File: config.mk
export PLATFORM = sky130hd
export DESIGN_NAME = lcd_char_writer_flat
export DESIGN_NICKNAME = d
export VERILOG_FILES = /design/src/rtl/lcd_char_writer_if.sv /design/src/rtl/lcd_char_writer.sv /design/src/flat_wrapper.sv
export SDC_FILE = /design/constraint.sdc
export NUM_CORES = 1
export LEC_CHECK = 0
export ABC_AREA = 1
export ABC_CLOCK_PERIOD_IN_PS = 1800
export CAP_MARGIN = 20
export CORE_AREA = 5 5 110 112
export CTS_CLUSTER_SIZE = 16
export DETAILED_ROUTE_END_ITERATION = 6
export DIE_AREA = 0 0 115 117
export PLACE_DENSITY_LB_ADDON = 0.1
export SLEW_MARGIN = 20
export SYNTH_ARGS = -nofsm -noshare
export SYNTH_HDL_FRONTEND = slang
export SYNTH_SLANG_ARGS = --single-unit
File: constraint.sdc
create_clock -name clk -period 1.8 [get_ports clk]
set_input_delay 0.27 -clock clk [delete_from_list [all_inputs] [get_ports clk]]
set_output_delay 0.27 -clock clk [all_outputs]
set_load 0.02 [all_outputs]
File: src/rtl/lcd_char_writer_if.sv
// Request/acknowledge bus between the UI screens and the character-LCD write engine.
// The master side raises req with a row/col/char; the engine answers with busy/done.
interface lcd_char_writer_if;
    logic       req;
    logic [1:0] row;
    logic [3:0] col;
    logic [7:0] char;
    logic       busy;
    logic       done;

    modport master (
        output req,
        output row,
        output col,
        output char,
        input  busy,
        input  done
    );

    modport slave (
        input  req,
        input  row,
        input  col,
        input  char,
        output busy,
        output done
    );
endinterface

File: src/rtl/lcd_char_writer.sv
// HD44780 16x2 character writer (8-bit bus): power-up init, then single-character
// writes with a shadow DDRAM address so consecutive columns skip the set-address command.
module lcd_char_writer #(
    parameter int unsigned E_PULSE_CYC    = 25,
    parameter int unsigned CMD_WAIT_CYC   = 2500,
    parameter int unsigned CLEAR_WAIT_CYC = 100000,
    parameter int unsigned POWERUP_CYC    = 2000000
) (
    input  logic               clk,
    input  logic               rst_n,
    lcd_char_writer_if.slave   bus,
    output logic               lcd_rs,
    output logic               lcd_rw,
    output logic               lcd_e,
    output logic [7:0]         lcd_data
);

    localparam logic [2:0] S_POWERUP = 3'd0;
    localparam logic [2:0] S_INIT    = 3'd1;
    localparam logic [2:0] S_IDLE    = 3'd2;
    localparam logic [2:0] S_ADDR    = 3'd3;
    localparam logic [2:0] S_DATA    = 3'd4;
    localparam logic [2:0] S_DONE    = 3'd5;

    localparam logic [1:0] P_SETUP = 2'd0;
    localparam logic [1:0] P_PULSE = 2'd1;
    localparam logic [1:0] P_HOLD  = 2'd2;

    localparam logic [23:0] E_LAST    = 24'(E_PULSE_CYC - 1);
    localparam logic [23:0] CMD_LAST  = 24'(CMD_WAIT_CYC - 1);
    localparam logic [23:0] CLR_LAST  = 24'(CLEAR_WAIT_CYC - 1);
    localparam logic [23:0] PWR_START = 24'(POWERUP_CYC);

    // Function set 8-bit/2-line, display on, clear, entry mode increment.
    localparam logic [31:0] INIT_SEQ = {8'h06, 8'h01, 8'h0C, 8'h38};
    localparam logic [1:0]  CLEAR_IDX = 2'd2;

    logic [7:0] init_cmd [4];

    genvar gi;
    generate
        for (gi = 0; gi < 4; gi++) begin : g_init_cmd
            assign init_cmd[gi] = INIT_SEQ[gi*8 +: 8];
        end
    endgenerate

    logic [2:0]  state_reg,      state_next;
    logic [1:0]  phase_reg,      phase_next;
    logic [23:0] cnt_reg,        cnt_next;
    logic [1:0]  init_idx_reg,   init_idx_next;
    logic [6:0]  shadow_reg,     shadow_next;
    logic        addr_valid_reg, addr_valid_next;
    logic [6:0]  tgt_reg,        tgt_next;
    logic [7:0]  char_reg,       char_next;
    logic        rs_reg,         rs_next;
    logic [7:0]  data_reg,       data_next;
    logic        e_reg,          e_next;

    logic        in_bus_cycle;
    logic        cycle_end;
    logic [23:0] hold_last;
    logic [6:0]  req_tgt;
    logic        req_hit;
    logic [1:0]  init_idx_inc;
    logic        row_hi_unused;

    assign row_hi_unused = bus.row[1];

    assign in_bus_cycle = (state_reg == S_INIT) || (state_reg == S_ADDR) || (state_reg == S_DATA);
    assign cycle_end    = in_bus_cycle && (phase_reg == P_HOLD) && (cnt_reg == 24'd0);
    assign hold_last    = ((state_reg == S_INIT) && (init_idx_reg == CLEAR_IDX)) ? CLR_LAST : CMD_LAST;
    assign req_tgt      = bus.row[0] ? (7'h40 | {3'b000, bus.col}) : {3'b000, bus.col};
    assign req_hit      = addr_valid_reg && (req_tgt == shadow_reg);
    assign init_idx_inc = init_idx_reg + 2'd1;

    always_comb begin
        state_next      = state_reg;
        phase_next      = phase_reg;
        cnt_next        = cnt_reg;
        init_idx_next   = init_idx_reg;
        shadow_next     = shadow_reg;
        addr_valid_next = addr_valid_reg;
        tgt_next        = tgt_reg;
        char_next       = char_reg;
        rs_next         = rs_reg;
        data_next       = data_reg;
        e_next          = e_reg;

        // Shared bus-cycle sequencer: setup clock, enable pulse, then low hold.
        if (in_bus_cycle) begin
            case (phase_reg)
                P_SETUP: begin
                    phase_next = P_PULSE;
                    cnt_next   = E_LAST;
                    e_next     = 1'b1;
                end
                P_PULSE: begin
                    if (cnt_reg == 24'd0) begin
                        phase_next = P_HOLD;
                        cnt_next   = hold_last;
                        e_next     = 1'b0;
                    end else begin
                        cnt_next = cnt_reg - 24'd1;
                    end
                end
                default: begin
                    if (cnt_reg != 24'd0) begin
                        cnt_next = cnt_reg - 24'd1;
                    end
                end
            endcase
        end

        case (state_reg)
            S_POWERUP: begin
                if (cnt_reg == 24'd0) begin
                    state_next    = S_INIT;
                    phase_next    = P_SETUP;
                    init_idx_next = 2'd0;
                    rs_next       = 1'b0;
                    data_next     = init_cmd[0];
                end else begin
                    cnt_next = cnt_reg - 24'd1;
                end
            end
            S_INIT: begin
                if (cycle_end) begin
                    if (init_idx_reg == 2'd3) begin
                        state_next      = S_IDLE;
                        shadow_next     = 7'h00;
                        addr_valid_next = 1'b1;
                    end else begin
                        init_idx_next = init_idx_inc;
                        phase_next    = P_SETUP;
                        data_next     = init_cmd[init_idx_inc];
                    end
                end
            end
            S_IDLE: begin
                if (bus.req) begin
                    tgt_next   = req_tgt;
                    char_next  = bus.char;
                    phase_next = P_SETUP;
                    if (req_hit) begin
                        state_next = S_DATA;
                        rs_next    = 1'b1;
                        data_next  = bus.char;
                    end else begin
                        state_next = S_ADDR;
                        rs_next    = 1'b0;
                        data_next  = {1'b1, req_tgt};
                    end
                end
            end
            S_ADDR: begin
                if (cycle_end) begin
                    shadow_next = tgt_reg;
                    state_next  = S_DATA;
                    phase_next  = P_SETUP;
                    rs_next     = 1'b1;
                    data_next   = char_reg;
                end
            end
            S_DATA: begin
                // Panel auto-increments after a data write; no wrap to the next line.
                if (cycle_end) begin
                    shadow_next = shadow_reg + 7'd1;
                    state_next  = S_DONE;
                end
            end
            S_DONE: begin
                state_next = S_IDLE;
            end
            default: begin
                state_next      = S_POWERUP;
                phase_next      = P_SETUP;
                cnt_next        = PWR_START;
                addr_valid_next = 1'b0;
                e_next          = 1'b0;
            end
        endcase
    end

    always_ff @(posedge clk or negedge rst_n) begin
        if (!rst_n) begin
            state_reg      <= S_POWERUP;
            phase_reg      <= P_SETUP;
            cnt_reg        <= PWR_START;
            init_idx_reg   <= 2'd0;
            shadow_reg     <= 7'h00;
            addr_valid_reg <= 1'b0;
            tgt_reg        <= 7'h00;
            char_reg       <= 8'h00;
            rs_reg         <= 1'b0;
            data_reg       <= 8'h00;
            e_reg          <= 1'b0;
        end else begin
            state_reg      <= state_next;
            phase_reg      <= phase_next;
            cnt_reg        <= cnt_next;
            init_idx_reg   <= init_idx_next;
            shadow_reg     <= shadow_next;
            addr_valid_reg <= addr_valid_next;
            tgt_reg        <= tgt_next;
            char_reg       <= char_next;
            rs_reg         <= rs_next;
            data_reg       <= data_next;
            e_reg          <= e_next;
        end
    end

    assign bus.busy = !((state_reg == S_IDLE) || (state_reg == S_DONE));
    assign bus.done = (state_reg == S_DONE);
    assign lcd_rw   = 1'b0;
    assign lcd_e    = e_reg;
    assign lcd_rs   = rs_reg;
    assign lcd_data = data_reg;

endmodule

File: src/flat_wrapper.sv
// flat-port wrapper written by rule: the top's interface ports become plain ports
module lcd_char_writer_flat 
#(
    parameter int unsigned E_PULSE_CYC    = 25,
    parameter int unsigned CMD_WAIT_CYC   = 2500,
    parameter int unsigned CLEAR_WAIT_CYC = 100000,
    parameter int unsigned POWERUP_CYC    = 2000000
)
  (clk, rst_n, lcd_rs, lcd_rw, lcd_e, lcd_data, bus_req, bus_row, bus_col, bus_char, bus_busy, bus_done);
  lcd_char_writer_if bus_i ();
  input  logic clk;
  input  logic rst_n;
  output logic lcd_rs;
  output logic lcd_rw;
  output logic lcd_e;
  output logic [7:0] lcd_data;
  input wire logic [$bits(bus_i.req)-1:0] bus_req;
  input wire logic [$bits(bus_i.row)-1:0] bus_row;
  input wire logic [$bits(bus_i.col)-1:0] bus_col;
  input wire logic [$bits(bus_i.char)-1:0] bus_char;
  output wire logic [$bits(bus_i.busy)-1:0] bus_busy;
  output wire logic [$bits(bus_i.done)-1:0] bus_done;
  assign bus_i.req = bus_req;
  assign bus_i.row = bus_row;
  assign bus_i.col = bus_col;
  assign bus_i.char = bus_char;
  assign bus_busy = bus_i.busy;
  assign bus_done = bus_i.done;
  lcd_char_writer #(.E_PULSE_CYC(E_PULSE_CYC), .CMD_WAIT_CYC(CMD_WAIT_CYC), .CLEAR_WAIT_CYC(CLEAR_WAIT_CYC), .POWERUP_CYC(POWERUP_CYC)) u_core (.clk(clk), .rst_n(rst_n), .bus(bus_i), .lcd_rs(lcd_rs), .lcd_rw(lcd_rw), .lcd_e(lcd_e), .lcd_data(lcd_data));
endmodule
# Yosys cells after proc, flatten, opt, wreduce, memory -nomap -nowiden
# Cells that the tools add are included.
[word_totals]
ff_bits = 64
wordCells = 120
[op_classes]
muxes = 55
n_lt_le_gt_ge = 1
n_bitwise = 2
n_reduce_logical = 28
addsub = 3
eq_ne = 20
[op_table]
columns = ["cell", "n"]
rows = [
  ["24-bit two-way mux", 4],
  ["24-bit one-hot mux with 2 select lines", 2],
  ["8-bit two-way mux", 8],
  ["7-bit two-way mux", 5],
  ["8-bit one-hot mux with 4 select lines", 1],
  ["24-bit zero test", 1],
  ["24-bit nonzero test", 1],
  ["24-bit by 1-bit subtractor with 24-bit output, second input constant", 1],
  ["3-bit two-way mux", 7],
  ["7-bit one-hot mux with 3 select lines", 1],
  ["2-bit two-way mux", 10],
  ["3-bit one-hot mux with 6 select lines", 1],
  ["17-bit two-way mux", 1],
  ["8-bit binary-select mux with 2-bit select", 1],
  ["6-bit AND reduction", 2],
  ["2-bit by 1-bit != test with 1-bit output, second input constant", 5],
  ["2-bit one-hot mux with 5 select lines", 1],
  ["5-bit OR reduction", 2],
  ["1-bit two-way mux", 8],
  ["2-bit one-hot mux with 2 select lines", 2],
  ["4-bit AND reduction", 2],
  ["7-bit by 1-bit adder with 7-bit output, second input constant", 1],
  ["7-bit equality test", 1],
  ["2-bit equality test, second input constant", 3],
  ["other kinds (26)", 38],
]

# Longest topological paths before layout
# Gate-level depths: netlist (run 1).
[depth]
ltp_word = 8
ltp_mapped = 13
ltp_nobuf = 13

# Least setup slack after synthesis (run 1)
# OpenSTA, ideal clock, no wires.
[synth_timing]
path_kind = "reg2reg"
start = "reg u_core.cnt_reg[0]"
end = "reg u_core.cnt_reg[0]"
path_buffers = 0
path_slack_ps = 11
required_time_ps = 1671
t_arrival_ps = 1661
stages_incl_launch_ff = 11
synth_period_minus_slack_ps = 1789
cell_sequence = "dfrtp_1 -> inv_1 -> ha_1 -> nand4_1 -> nor2_1 -> nand2_2 -> ha_1 -> o21ai_0 -> nand2_1 -> o21ai_0 -> o22ai_1"
[synth_between]
elab_chain_cells = 6
elab_cells_between_ends = 9
[synth_rtl]
columns = ["element", "line_no", "text"]
rows = [
  ["from (decl)", "lcd_char_writer.sv:49", "logic [23:0] cnt_reg, cnt_next;"],
  ["from (signal assigned)", "lcd_char_writer.sv:200", "cnt_reg <= cnt_next;"],
  ["24-bit by 1-bit subtractor with 24-bit output (tied with other cells)", "lcd_char_writer.sv:103, lcd_char_writer.sv:108, lcd_char_writer.sv:123", ""],
  ["24-bit two-way mux, on equally long branches", "lcd_char_writer.sv:107, lcd_char_writer.sv:98", ""],
  ["24-bit one-hot mux with 2 select lines", "lcd_char_writer.sv:91", "case (phase_reg)"],
  ["24-bit two-way mux", "lcd_char_writer.sv:90", "if (in_bus_cycle) begin"],
  ["24-bit two-way mux", "lcd_char_writer.sv:116", "if (cnt_reg == 24'd0) begin"],
  ["24-bit one-hot mux with 2 select lines (*)", "lcd_char_writer.sv:114", "case (state_reg)"],
  ["via u_core.cnt_next[0]", "lcd_char_writer.sv:49", ""],
]
# The timed path passes the listed nets; every way through them passes the cells marked *.
# A chain may end at the register's enable or synchronous reset.

# Final worst setup path (run 1)
[layout_timing]
start = "reg u_core.cnt_reg[14]"
end = "reg u_core.cnt_reg[5]"
[layout_between]
elab_chain_cells = 6
elab_cells_between_ends = 8
[layout_rtl]
columns = ["element", "line_no"]
rows = [
  ["24-bit nonzero test or 24-bit zero test (tied branches)", "lcd_char_writer.sv:107, lcd_char_writer.sv:98, lcd_char_writer.sv:116"],
  ["24-bit two-way mux, on equally long branches", "lcd_char_writer.sv:107, lcd_char_writer.sv:98"],
  ["24-bit one-hot mux with 2 select lines", "lcd_char_writer.sv:91"],
  ["24-bit two-way mux", "lcd_char_writer.sv:90"],
  ["24-bit two-way mux", "lcd_char_writer.sv:116"],
  ["24-bit one-hot mux with 2 select lines (*)", "lcd_char_writer.sv:114"],
  ["via u_core.cnt_next[5]", "lcd_char_writer.sv:49"],
]
# Marks and branches as above.

==> results of run 1 <==
-- final cells by class --
type                       count  area (um2)  share of cell area, %
clock inverter                 7         123                   1.96
tap                          143         179                   2.86
timing repair buffer         138        1150                   18.3
multi-input combinational    479        2730                   43.7
inverter                      76         290                   4.64
sequential                    62        1560                   25.0
clock buffer                   9         225                   3.60
-- worst paths after layout --
| check | slack, ns | end | startpoint |
|---|---|---|---|
| max in group asynchronous | 0.94 | u_core.cnt_reg[15] | rst_n |
| hold / removal | 0.48 | u_core.tgt_reg[3] | u_core.tgt_reg[3] |
| hold reg to reg | 0.48 | u_core.tgt_reg[3] | u_core.tgt_reg[3] |
| setup / recovery | -0.01 | u_core.cnt_reg[5] | u_core.cnt_reg[14] |
| setup reg to reg | -0.01 | u_core.cnt_reg[5] | u_core.cnt_reg[14] |
| min in group asynchronous | 0.50 | u_core.cnt_reg[12] | rst_n |
-- critical path, stage by stage (launching register included) --
cell,delay [ns]
dfrtp_1,0.42
nor2_4,0.14
nand2_4,0.09
nor2_4,0.16
buf_6,0.13
nand3_4,0.13
nand2_4,0.13
nand2_4,0.08
nor2_8,0.20
nand2_2,0.11
a21oi_2,0.14
-- per-layer routing --
layer,vias up,global-route usage (%),part of all wire [%]
li1,2297,-,-
met1,2147,25.2,43
met2,107,36.5,50
met3,36,3.55,3.7
met4,0,10.1,3.4
met5,-,0,0
-- per-stage QoR --
step	setup WS [ns]	instance area [um2]	utilization [%]	setup TNS [ns]
after global routing	-0.121	6260	56.3	-2.12
after global placement	-0.124	5400	48.6	-1.37
after detailed placement	-0.158	5400	48.6	-1.71
after floorplan	0.0107	4310	-	0
after CTS	-0.00681	5940	53.4	-0.00900
final	-0.00990	6260	56.3	-0.0271
-- cells by family (layout without fill, tap and decap cells) --
logic type,count (synthesis),count (layout),synth area share (%)
AND/OR/NAND/NOR,373,373,39.1
buffers and inverters,86,230,8.33
AO/OA/AOI/OAI,80,80,10.1
flip-flops,62,62,36.2
XOR/XNOR,10,10,2.03
multiplexers,8,8,2.09
adder cells (fa/ha/maj),7,7,2.03
other,1,1,0.0869
-- power by group through the flow --
stage          Sequential [mW]  Clock (mW)  Combinational [mW]
2_1_floorplan             1.42           0              0.0148
3_3_place_gp              1.42           0              0.0976
3_5_place_dp              1.42           0              0.0985
4_1_cts                   1.39        2.09               0.100
5_1_grt                   1.39        2.15               0.110
6_report                  1.39        2.07              0.0971
-- Yosys cell counts, types with 2 or more instances --
library cell / instances / area, um2
nand2_1: 194 / 728
inv_1: 70 / 263
nor2_1: 66 / 248
nand3_1: 56 / 280
dfrtp_1: 55 / 1380
o21ai_0: 37 / 185
a21oi_1: 28 / 140
nand4_1: 12 / 75.1
nand2_2: 10 / 62.6
nor2_2: 10 / 62.6
mux2_2: 8 / 90.1
xor2_1: 8 / 70.1
dfstp_2: 7 / 184
ha_1: 7 / 87.6
inv_2: 5 / 18.8
nor3_1: 5 / 25.0
nor2_4: 4 / 45.0
or2_2: 4 / 25.0
a22oi_1: 3 / 22.5
buf_2: 3 / 15.0
buf_4: 3 / 22.5
clkbuf_1: 3 / 11.3
nand3b_1: 3 / 22.5
o211ai_1: 3 / 22.5
o21ai_1: 3 / 15.0
a31oi_1: 2 / 12.5
nand2_4: 2 / 22.5
nand3_2: 2 / 20.0
nand3_4: 2 / 35.0
xnor2_1: 2 / 17.5
-- what timing repair did --
item / in CTS / in global routing
gates resized for setup: 36 / 74
pin swaps: 12 / 17
hold buffers: 1 / 0
endpoints found under the hold margin: 46 / 0
buffers inserted: 9 / 10
endpoints found under the setup margin: 37 / 47
gates cloned: 0 / 0
==> metrics.txt, run 1 <==
Sinks on Clock Net 62; Comb power frac 2.7%; Cell Area, Synth 0.00431 mm2; max reg flops 24; register area share after synthesis 36.2%; worst hold path class flop to flop; pin count of the biggest net entering global routing 32; failing checks negative setup slack; CTS Buffer Depth 2; status finished, violations left; RSZ-0062 raised after global routing yes; P_int 2.80 mW; routed len/inst 15.0 um; fin cells 914; Worst EP required 2.07 ns; sw frac 21.5%; Core ar. 0.0111 mm2; dpl hpwl 10400 um; antenna violations before repair 0; Seq pwr share 39.2%; most common cell after layout, fill and taps aside nand2_1; die area 0.0135 mm2; final hold vios 0; H-tree levels 3; Clock Pin Slew Worst Setup and Hold Paths 0.06 ns; synthesis-to-layout area growth 45.1%; Tcrit/Tclk final 101%; port buffer count 27; number of synthesized flops with an enable pin 0; Net Sw Power 0.764 mW; Synth Area per Inst 6.88 um2; FP Rows 39; DRT iter0 DRCs 227; Clock power frac 58.1%; Top FF cell, synth dfrtp_1; Global Route Usage Sum 21.0%; first-pass GRT wire length 21900 um; Vias/cell 5.02; Remaining Overflow, GRT 0; fin worst setup slack -0.00990 ns; share of cells above drive strength 1 32.4%; Syn Inst Count 627; P_leak 3.06 nW; First-pass DRT Iterations 4; Pwr Density 569 mW/mm2; TritonCTS clock tree built; max frequency 0.553 GHz; Peak VDD IR 564 uV; commonest cells after routing, fill and taps aside nand2_1, buf_4, inv_1; Die Span Y 117 um; hold path depth 2; max-slew violations 0; Tmin final 1.81 ns; # diodes 0; number of global-route vias before repair 4527; Yosys reg bits 62; Max Cap Viol 0; clk root buf clkbuf_16; Final #Nets 790; WP data arrival 2.08 ns; Worst setup EP type flop; Distinct cells, synth 40; Reg2Reg Depth 10; Final Setup Violations 4; Post-Route WL 13700 um; clk_lat worst skew 0.34 ns; clk_skew 0.0123 ns; worst-path fanout max 6; crit start category flop; Yosys warnings 0; Filler cells 1055; Placed Instances 879; die width 115 um; Async S/R FF share, synth 100%; crit path kind flop to flop; gpl congestion 0.924; Ports 30; Pwr Total 3.56 mW; via count 4587; Mapped Nets 651; Num CTS Buffers 9; Final ANT Viol Nets 0; residual DRC count 0; starting density of the core 38.8%; WHS 0.484 ns
Note: power is estimated with default switching activity, not from simulation.
==> inputs of run 2 (changes only) <==
Settings changed: ABC_CLOCK_PERIOD_IN_PS 1800 to not set, TNS_END_PERCENT set to 100.
==> results of run 2 <==
No change in the layout: final DEF, timing and power equal those of run 1.
==> inputs of run 3 (changes only) <==
Settings changed: GPL_TIMING_DRIVEN set to 0.
==> metrics.txt, run 3 (synthesis results as in run 1) <==
dpl hpwl 9440 um; Peak VDD IR 471 uV; CP startpoint u_core.cnt_reg[0]; die width 115 um; Max Cap Viol 0; RSZ-0062 raised after global routing yes; P_leak 2.75 nW; Final #Nets 727; pin count of the biggest net entering global routing 34; Worst EP required 2.03 ns; via count 4370; area of the multi-input gates 0.00281 mm2; Tmin final 1.84 ns; Num CTS Buffers 9; First-pass DRT Iterations 5; port buffer count 27; max reg flops 24; most used cell, CP nand3_4; synthesis-to-layout area growth 36.4%; crit path capture u_core.lcd_data[0]; Placed Instances 798; CTS Buffer Depth 2; number of global-route vias before repair 4361; Vias/cell 5.14; # diodes 0; FF-to-FF setup slack -0.04 ns; critical path's top delay family simple AND/OR/NAND/NOR gates; Pwr Density 587 mW/mm2; status finished, violations left; Crit path largest cell delay 0.44 ns; final hold vios 0; Worst setup EP type flop; Filler cells 1080; worst hold path class input pin to asynchronous set/reset pin; Remaining Overflow, GRT 0; gpl congestion 0.930; crit start category flop; fin worst setup slack -0.0398 ns; Sinks on Clock Net 62; Final ANT Viol Nets 0; worst-path fanout max 8; Final Setup Violations 16; Worst R2R End u_core.lcd_data[0]; actual slew at the worst max-slew pin 0.726 ns; Die Span Y 117 um; number of cells on the critical path 10; Rel. slew slack 51.6%; fin cells 851; WP data arrival 2.07 ns; Tcrit/Tclk final 102%; H-tree levels 3; max frequency 0.544 GHz; Ports 30; DRT iter0 DRCs 304; TritonCTS clock tree built; routed len/inst 15.6 um; clk_skew 0.00536 ns; Core ar. 0.0111 mm2; crit-path cells inv_4 > ha_4 > nand3_4 > nor2_4 > nand3_4 > o21ai_4 > buf_4 > nand3_4 > nand2_1 > nand2_1; failing checks negative setup slack; FP Rows 39; share of cells above drive strength 1 28.8%; r2r startpoint u_core.cnt_reg[0]; commonest cells after routing, fill and taps aside nand2_1, inv_1, nand3_1; crit path kind flop to flop; first-pass GRT wire length 21500 um; clk_lat worst skew 0.34 ns; setup TNS -0.344 ns; residual DRC count 0; clk root buf clkbuf_16; FF+latch area 0.00158 mm2; Reg2Reg Depth 10; Buf+Inv Stages, Crit Path 2; die area 0.0135 mm2; fin util 52.9%; max-slew violations 0; antenna violations before repair 0; starting density of the core 38.8%; Clock Pin Slew Worst Setup and Hold Paths 0.06 ns; Global Route Usage Sum 20.4%; most common cell after layout, fill and taps aside nand2_1; Post-Route WL 13300 um; CP max-delay cell dfrtp_2
run 3: cell count changes in the layout (fill, tap and decap cells not counted), sizes merged:
| cell | before | now |
|---|---|---|
| buf | 111 | 47 |
| clkbuf | 11 | 13 |
| bufinv | 3 | 2 |
| clkdlybuf4s15 | 0 | 1 |
| clkinvlp | 2 | 1 |
run 3: timing repair:
item	4_1_cts	5_1_grt
setup endpoints to repair	55	54
pin swaps	17	31
resized for setup	57	95
hold buffers	1	0
cloned	0	1
buffers inserted	16	19
hold endpoints to repair	26	0
run 3: layer usage:
layer  vias up  wire length [um]  global-route usage [%]
met5         -                 0                       0
met3        37               475                    3.86
met1      2036              5730                    24.9
met4         0               556                    10.2
li1       2174                 -                       -
met2       123              6530                    34.6
run 3: layout make-up:
cell class,count,area share [%]
clock buffers,11,4.30
repair buffers,65,10.0
plain buffers,10,1.53
clock inverters,5,1.38
well taps,143,3.04
multi-input cells,479,47.8
inverters,76,5.11
flip-flops and latches,62,26.8
run 3: through the flow:
| stage | worst slack, ns | hold slack [ns] | cell area, um2 | power, mW |
|---|---|---|---|---|
| finish | -0.0398 | 0.417 | 5880 | 3.45 |
| floorplan | 0.0107 | -0.0256 | 4310 | 1.43 |
| CTS | -0.00779 | 0.435 | 5400 | 3.50 |
| detailed placement | -0.475 | 0.251 | 4780 | 1.51 |
| global route | -0.121 | 0.471 | 5880 | 3.55 |
| global placement | -1.91 | 0.466 | 4760 | 1.51 |
run 3: worst min path at each step:
stage | to | startpoint | slack (ns)
after floorplan | u_core.addr_valid_reg | rst_n | -0.03
after global placement | u_core.lcd_data[3] | u_core.lcd_data[3] | 0.47
after detailed placement | u_core.cnt_reg[22] | rst_n | 0.25
after CTS | u_core.cnt_reg[22] | rst_n | 0.44
after global routing | u_core.cnt_reg[5] | rst_n | 0.47
final | u_core.cnt_reg[22] | rst_n | 0.42
run 3: power by group:
| group | total (mW) | internal [mW] | switching [mW] |
|---|---|---|---|
| sequential | 1.39 | 1.39 | 0 |
| clock | 1.97 | 1.29 | 0.678 |
| combinational | 0.0926 | 0.0408 | 0.0519 |
| total | 3.45 | 2.72 | 0.730 |
run 3: worst register-to-register path, stage by stage, from the launching register on:
cell and delay, ns:
dfrtp_2 0.44, inv_4 0.10, ha_4 0.16, nand3_4 0.08, nor2_4 0.15, nand3_4 0.16
o21ai_4 0.21, buf_4 0.16, nand3_4 0.12, nand2_1 0.09, nand2_1 0.06
